`src/rtl/stream_fifo.sv`:
```
// stream_fifo: synchronous first-word-fall-through byte FIFO with
// valid/ready handshakes on both sides. Sits between uart_rx and its
// consumer to absorb bursts while the transmitter is still busy.
// Pointers carry one extra MSB so full and empty can be told apart
// without a separate occupancy counter.

module stream_fifo #(
  parameter int W     = 8,
  parameter int DEPTH = 16,
  parameter int AW    = $clog2(DEPTH)
) (
  input  logic          clk,
  input  logic          rst,
  input  logic          in_valid,
  output logic          in_ready,
  input  logic [W-1:0]  in_data,
  output logic          out_valid,
  input  logic          out_ready,
  output logic [W-1:0]  out_data,
  output logic [AW:0]   level,
  output logic          overflow
);

  // Reject depths that are not a power of two or are smaller than 2.
  if ((DEPTH < 2) || ((DEPTH & (DEPTH - 1)) != 0)) begin : g_bad_depth
    $error("stream_fifo: DEPTH must be a power of two and at least 2");
  end

  logic [W-1:0] mem_r [DEPTH];
  logic [AW:0]  wp_r;
  logic [AW:0]  rp_r;
  logic         overflow_r;

  logic         empty_s;
  logic         full_s;
  logic         push_s;
  logic         pop_s;

  // Status and handshake decode, driven only by the registered pointers
  // so in_ready/out_valid never depend on the partner's valid/ready.
  always_comb begin
    empty_s = (wp_r == rp_r);
    full_s  = (wp_r[AW-1:0] == rp_r[AW-1:0]) && (wp_r[AW] != rp_r[AW]);
    push_s  = 1'b0;
    pop_s   = 1'b0;
    if (in_valid && !full_s) begin
      push_s = 1'b1;
    end else begin
      push_s = 1'b0;
    end
    if (out_ready && !empty_s) begin
      pop_s = 1'b1;
    end else begin
      pop_s = 1'b0;
    end
  end

  // Output drive: head entry falls through asynchronously; occupancy is
  // the modular pointer difference.
  always_comb begin
    in_ready  = !full_s;
    out_valid = !empty_s;
    out_data  = mem_r[rp_r[AW-1:0]];
    level     = wp_r - rp_r;
    overflow  = overflow_r;
  end

  // Storage write; contents are intentionally not reset.
  always_ff @(posedge clk) begin
    if (push_s) begin
      mem_r[wp_r[AW-1:0]] <= in_data;
    end
  end

  // Pointer advance; wrap at 2^(AW+1) happens naturally.
  always_ff @(posedge clk or negedge rst) begin
    if (!rst) begin
      wp_r <= {(AW+1){1'b0}};
      rp_r <= {(AW+1){1'b0}};
    end else begin
      if (push_s) begin
        wp_r <= wp_r + {{AW{1'b0}}, 1'b1};
      end
      if (pop_s) begin
        rp_r <= rp_r + {{AW{1'b0}}, 1'b1};
      end
    end
  end

  // Sticky overflow: producer offered data while the FIFO was full.
  always_ff @(posedge clk or negedge rst) begin
    if (!rst) begin
      overflow_r <= 1'b0;
    end else if (in_valid && full_s) begin
      overflow_r <= 1'b1;
    end
  end

endmodule

```
`config.mk`:
```
export PLATFORM = sky130hd
export DESIGN_NAME = stream_fifo
export DESIGN_NICKNAME = d
export VERILOG_FILES = /design/src/rtl/stream_fifo.sv
export SDC_FILE = /design/constraint.sdc
export NUM_CORES = 1
export LEC_CHECK = 0
export ABC_CLOCK_PERIOD_IN_PS = 8500
export CAP_MARGIN = 0
export CORE_UTILIZATION = 42
export DETAILED_ROUTE_END_ITERATION = 6
export HOLD_SLACK_MARGIN = 0.15
export PLACE_DENSITY = 0.66
export SLEW_MARGIN = 40
export SYNTH_ARGS = -nofsm -noshare
export SYNTH_HDL_FRONTEND = slang
export SYNTH_SLANG_ARGS = --single-unit
export TNS_END_PERCENT = 100
```
`constraint.sdc`:
```
create_clock -name clk -period 8.5 [get_ports clk]
set_input_delay 1.7 -clock clk [delete_from_list [all_inputs] [get_ports clk]]
set_output_delay 1.7 -clock clk [all_outputs]
set_load 0.01 [all_outputs]
```
# [Yosys cells after proc, flatten, opt, wreduce, memory -nomap -nowiden]
# Memories as Yosys holds them, arrays and structs flattened.
# Index checks and enable logic that the tools add are counted.
[word_totals] register_bits=11 ram_bits=128 out_inout_bits=16 word_cells=20 mem_count=1
[memory_table] memory="mem_r" depth=16 width=8 rd=1 rd_clocked_by_memory_dff=0 wr=1 line="29" rtl="logic [W-1:0] mem_r [DEPTH];"
[classes] add_sub_neg=3 n_eq_ne=3 muxes=4 reduce_logical=6
[ops] cell="$add 5x1->5 const B" count=2
[ops] cell="$eq 5x5->1" count=1
[ops] cell="$sub 5x5->5" count=1
[ops] cell="$eq 4x4->1" count=1
[ops] cell="$logic_and 1x1->1" count=4
[ops] cell="$mux 1" count=4
[ops] cell="$logic_not 1->1" count=2
[ops] cell="$ne 1x1->1" count=1

# [Depth between registers and ports, before layout]
[depth] ltp_word=7 depth_mapped=9 mapped_depth_nobuf=7

# [Worst setup path after synthesis]
# No wires, ideal clock.
[synth_timing] kind="register -> output" startpoint="register rp_r[2]" endpoint="output level[4]" arrival_ns=1.667 t_required_ns=6.800 path_slack_ns=5.133 path_stages_with_launch=8 path_buffers=2 path_cell_list="dfrtp_1 buf_6 clkbuf_1 inv_1 ha_1 a21o_1 a21oi_1 xnor2_1"
[synth_between] elab_chain_cells=1
[synth_lines] element="from (decl)" line="31" rtl="logic [AW:0] rp_r;"
[synth_lines] element="from (signal assigned)" line="79" rtl="rp_r <= {(AW+1){1'b0}};"
[synth_lines] element="from (signal assigned)" line="85" rtl="rp_r <= rp_r + {{AW{1'b0}}, 1'b1};"
[synth_lines] element="$sub 5x5->5" line="64" rtl="level = wp_r - rp_r;"
[synth_lines] element="to (decl)" line="20" rtl="output logic [AW:0] level,"
# Every way passes these cells.

# [Final worst setup path]
[layout_timing] startpoint="register rp_r[0]" endpoint="output level[4]"
# Same word-level chain as after synthesis.

==> impl_summary.md <==
Layout
At the end of the flow the core is filled with cells to 52.53%. The final cell count without fillers is approximately 510. The net count of the finished layout is about 350. The area growth from synthesis to final layout is 19.94%. The post-route netlist has 20.00% of its cells at a drive strength greater than 1. 0 antenna diodes ended up in the layout.

Clock network
The hold-fix buffer count after cts is 0. The post-cts resize count is 0. TritonCTS built the clock tree. TritonCTS created 17 clock buffers.

The setup fix buffers added after clock tree synthesis is 0. The H-tree was split into 4 levels. The root buffer cell chosen for the clock tree is sky130_fd_sc_hd__clkbuf_16. The number of clock sinks is 139. The clock input transition at the sequential cells of the worst setup and hold paths is about 0.060 ns.

The clock passes through at most 2 buffers. The clock insertion delay at the later pin of the skew report is 0.42 ns.

Floorplan
The starting utilization of the core area is 43.80%. The floorplan step defined a die boundary enclosing between 10000 and 15000 sq um. The die span in x is approximately 120 um. The die height is 117.6 um. During I/O placement, the number of pins put on the boundary was 28. The floorplan has 41 rows. The region available for standard cell placement spans 12820 sq um.

Critical path
The largest driver fanout on the critical path is 27. The critical path goes through buf_4 > ha_1 > inv_1 > fa_1 > a21o_1 > a21oi_1 > xnor2_1 > clkdlybuf4s50_1. The family of cells with the greatest summed delay on the critical path is buffers and inverters. The slowest stage of the critical path belongs to the cell sky130_fd_sc_hd__dfrtp_2. The kind of end point of the critical path is a primary output. The critical path arrival is 3.19 ns. At the worst endpoint, the required time is a little under 7 ns. STA classifies the critical path startpoint as a flip-flop. The maximum cell stage delay along the critical path is 0.55 ns. The type of the setup path with the least slack is reg -> out. The buffering stage count on the worst path with inverters included is 3. For flop-to-flop paths, the worst setup slack is approximately 5 ns.

STA
The final number of hold-violating endpoints is 0. The final critical path takes up 57.47% of the cycle. The setup slack after layout is about 3.6 ns. For the final database, setup skew stands at 0.008741 ns. Based on the critical path, the design can be clocked at up to 0.2047 GHz. The number of pins with negative max-slew slack in the final report was 0. The slew of the pin with the lowest slew margin is 0.8170 ns. On the final layout, the worst hold slack is 0.4919 ns. Counting I/O delays and the setup requirement, the final critical path takes 4.885 ns.

In this run the tightest slew margin relative to its limit is 45.33%. Setup repair after global routing left no endpoint under its margin. Summed over all failing endpoints, the final setup total negative slack is 0 ns. Setup violations remaining at the end of the flow were counted as 0.

Global routing
Global routing consumed, over all layers together, 16.54% of the routing resources. The maximum number of pins on one net before global-route repair is 37. The first global-routing pass estimated 16110 um of wire.

After global routing the overflow that remains totals 0. The number of global-route vias before repair came to 2759. The number of antenna violations at the first check in global routing is 0.

Detailed routing
The iteration-0 DRC count of the detailed router is about 180. In the routed design, unresolved DRC markers number 0. The routed design has 10460 um of wire. In the routed layout, each cell is associated on average with a via count of 5.337. The detail route stage leaves a number of antenna-violating nets equal to 0. Across all layers, the routed design uses 2706 vias. After detailed routing, the average wire length per cell comes to 20.63 um. The first detailed-routing pass took 4 iterations.

Logic synthesis
Counting instances in the post-synthesis netlist gives the leading cell types as sky130_fd_sc_hd__edfxtp_1 (128), sky130_fd_sc_hd__mux4_2 (21), sky130_fd_sc_hd__nand2_1 (18), sky130_fd_sc_hd__a22oi_1 (16), sky130_fd_sc_hd__nor2_1 (15). The net count after synthesis is 304. The proportion of register bits with asynchronous set or reset after synthesis is around 7.9%. In this run, synthesis produced a sequential element count of between 100 and 150.

The number of enable-type register cells in the synthesized netlist is 128. Yosys attributes the largest share of cell area to sky130_fd_sc_hd__edfxtp_1 (68%), sky130_fd_sc_hd__mux4_2 (8.4%), sky130_fd_sc_hd__mux4_1 (5.1%), sky130_fd_sc_hd__dfrtp_1 (4.9%), sky130_fd_sc_hd__a22oi_1 (2.1%). The number of cells produced by synthesis is 282. The biggest area consumer among synthesized cells is sky130_fd_sc_hd__edfxtp_1.

In this run the mean area of a mapped cell was 19.92 sq um. After synthesis the cells add up to 5617 sq um. The distinct cell type count of the synthesized netlist is 27. The most common cell in the synthesized netlist is sky130_fd_sc_hd__edfxtp_1. The proportion of netlist area held by the largest area contributor is between 60% and 70%. The primary flip-flop cell chosen by synthesis mapping is sky130_fd_sc_hd__edfxtp_1. The fraction of the yosys area taken by sequential cells is between 70% and 80%. For this run, the number of Yosys warnings is 0.

Place
Detailed placement ended at an HPWL of 6678 um. The number of placed cells counting well taps is 476. Routability-driven placement finished with a final weighted congestion of ~0.73. Before CTS, the worst setup slack after placement is 4.000 ns. In this run the tool buffered the top-level ports with 27 buffer cells.

Hold path
In this run the worst hold path is classified as reg -> reg.

Power and ir drop
In this run the static leakage power is 2.270 nW. The power density over the cells is 374.3 nW/um^2. VDD sags by at most 0.1433 mV.

Flow run
The tool flagged a number of max-cap violations equal to 0.

Outcome
The flow ran to the end, and the final reports show no timing, DRC or antenna violations.
-- cells in the final DEF, fill, tap and decap left out, types with 6 or more instances in the layout --
master	count
sky130_fd_sc_hd__edfxtp_1	128
sky130_fd_sc_hd__clkdlybuf4s50_1	27
sky130_fd_sc_hd__mux4_2	21
sky130_fd_sc_hd__nand2_1	18
sky130_fd_sc_hd__clkbuf_16	17
sky130_fd_sc_hd__a22oi_1	16
sky130_fd_sc_hd__mux4_1	11
sky130_fd_sc_hd__xnor2_1	10
sky130_fd_sc_hd__dfrtp_1	10
sky130_fd_sc_hd__nor2_2	9
sky130_fd_sc_hd__ha_1	9
sky130_fd_sc_hd__inv_1	8
sky130_fd_sc_hd__nor2_1	6
sky130_fd_sc_hd__bufinv_16	6
sky130_fd_sc_hd__buf_4	6
-- path summary, 6_finish.rpt --
| path | from | end | cells after the start |
|---|---|---|---|
| min | overflow | overflow | 1 |
| min reg2reg | overflow | overflow | 1 |
| min in group asynchronous | rst | wp_r[3] | 1 |
| max | rp_r[0] | level[4] | 8 |
| max in group asynchronous | rst | rp_r[0] | 1 |
| max reg2reg | rp_r[0] | mem_r[2][4] | 7 |
-- flip-flops by register name (all words and copies together), names as in the netlist --
name      flops
mem_r       128
rp_r          5
wp_r          5
overflow      1
-- where the power goes --
group	switching [mW]	internal [mW]	total (mW)
Combinational	0.409	0.408	0.817
Sequential	0.0619	0.838	0.900
Clock	0.261	0.543	0.804
Total	0.732	1.79	2.52
-- worst register-to-register path, stage by stage, from the launching register on --
cell	delay (ns)
sky130_fd_sc_hd__dfrtp_2	0.55
sky130_fd_sc_hd__buf_4	0.50
sky130_fd_sc_hd__ha_1	0.34
sky130_fd_sc_hd__and4_1	0.26
sky130_fd_sc_hd__a21boi_2	0.39
sky130_fd_sc_hd__nand2_1	0.24
sky130_fd_sc_hd__nor3_1	0.65
sky130_fd_sc_hd__buf_4	0.28
-- through the flow --
stage | power (mW) | cell area [sq um]
4_1_cts | 2.543 | 6714
6_report | 2.522 | 6736
3_5_place_dp | 1.732 | 6062
2_1_floorplan | 1.428 | 5617
3_3_place_gp | 1.717 | 6062
5_1_grt | 2.639 | 6736
-- per-layer routing --
| metal | global-route usage (%) | vias up | part of all wire, % |
|---|---|---|---|
| met2 | 26.03 | 78 | 52 |
| met5 | 0 | - | 0 |
| li1 | - | 1231 | - |
| met1 | 21.14 | 1388 | 41 |
| met4 | 7.612 | 0 | 1.1 |
| met3 | 4.942 | 9 | 6.0 |
-- area by class of cell --
type	instances	area, sq um
timing repair buffer	33	315.3
clock inverter	14	226.5
tap	172	215.2
fill	1026	6088
inverter	8	30.03
multi-input combinational	124	1404
sequential	139	4120
clock buffer	17	425.4
-- kinds of logic (layout without fill, tap and decap cells) --
| kind of cell | Yosys count | in the layout | share of synthesized area [%] |
|---|---|---|---|
| buffers and inverters | 19 | 72 | 2.072 |
| and+or+nand+nor | 44 | 44 | 3.386 |
| DFF | 139 | 139 | 73.33 |
| xor gates and xnor gates | 13 | 13 | 2.027 |
| muxes | 32 | 32 | 13.57 |
| adders and majority gates | 10 | 10 | 2.361 |
| AOI/OAI and AO/OA | 25 | 25 | 3.252 |
No activity file was read; power rests on OpenSTA's default activity.
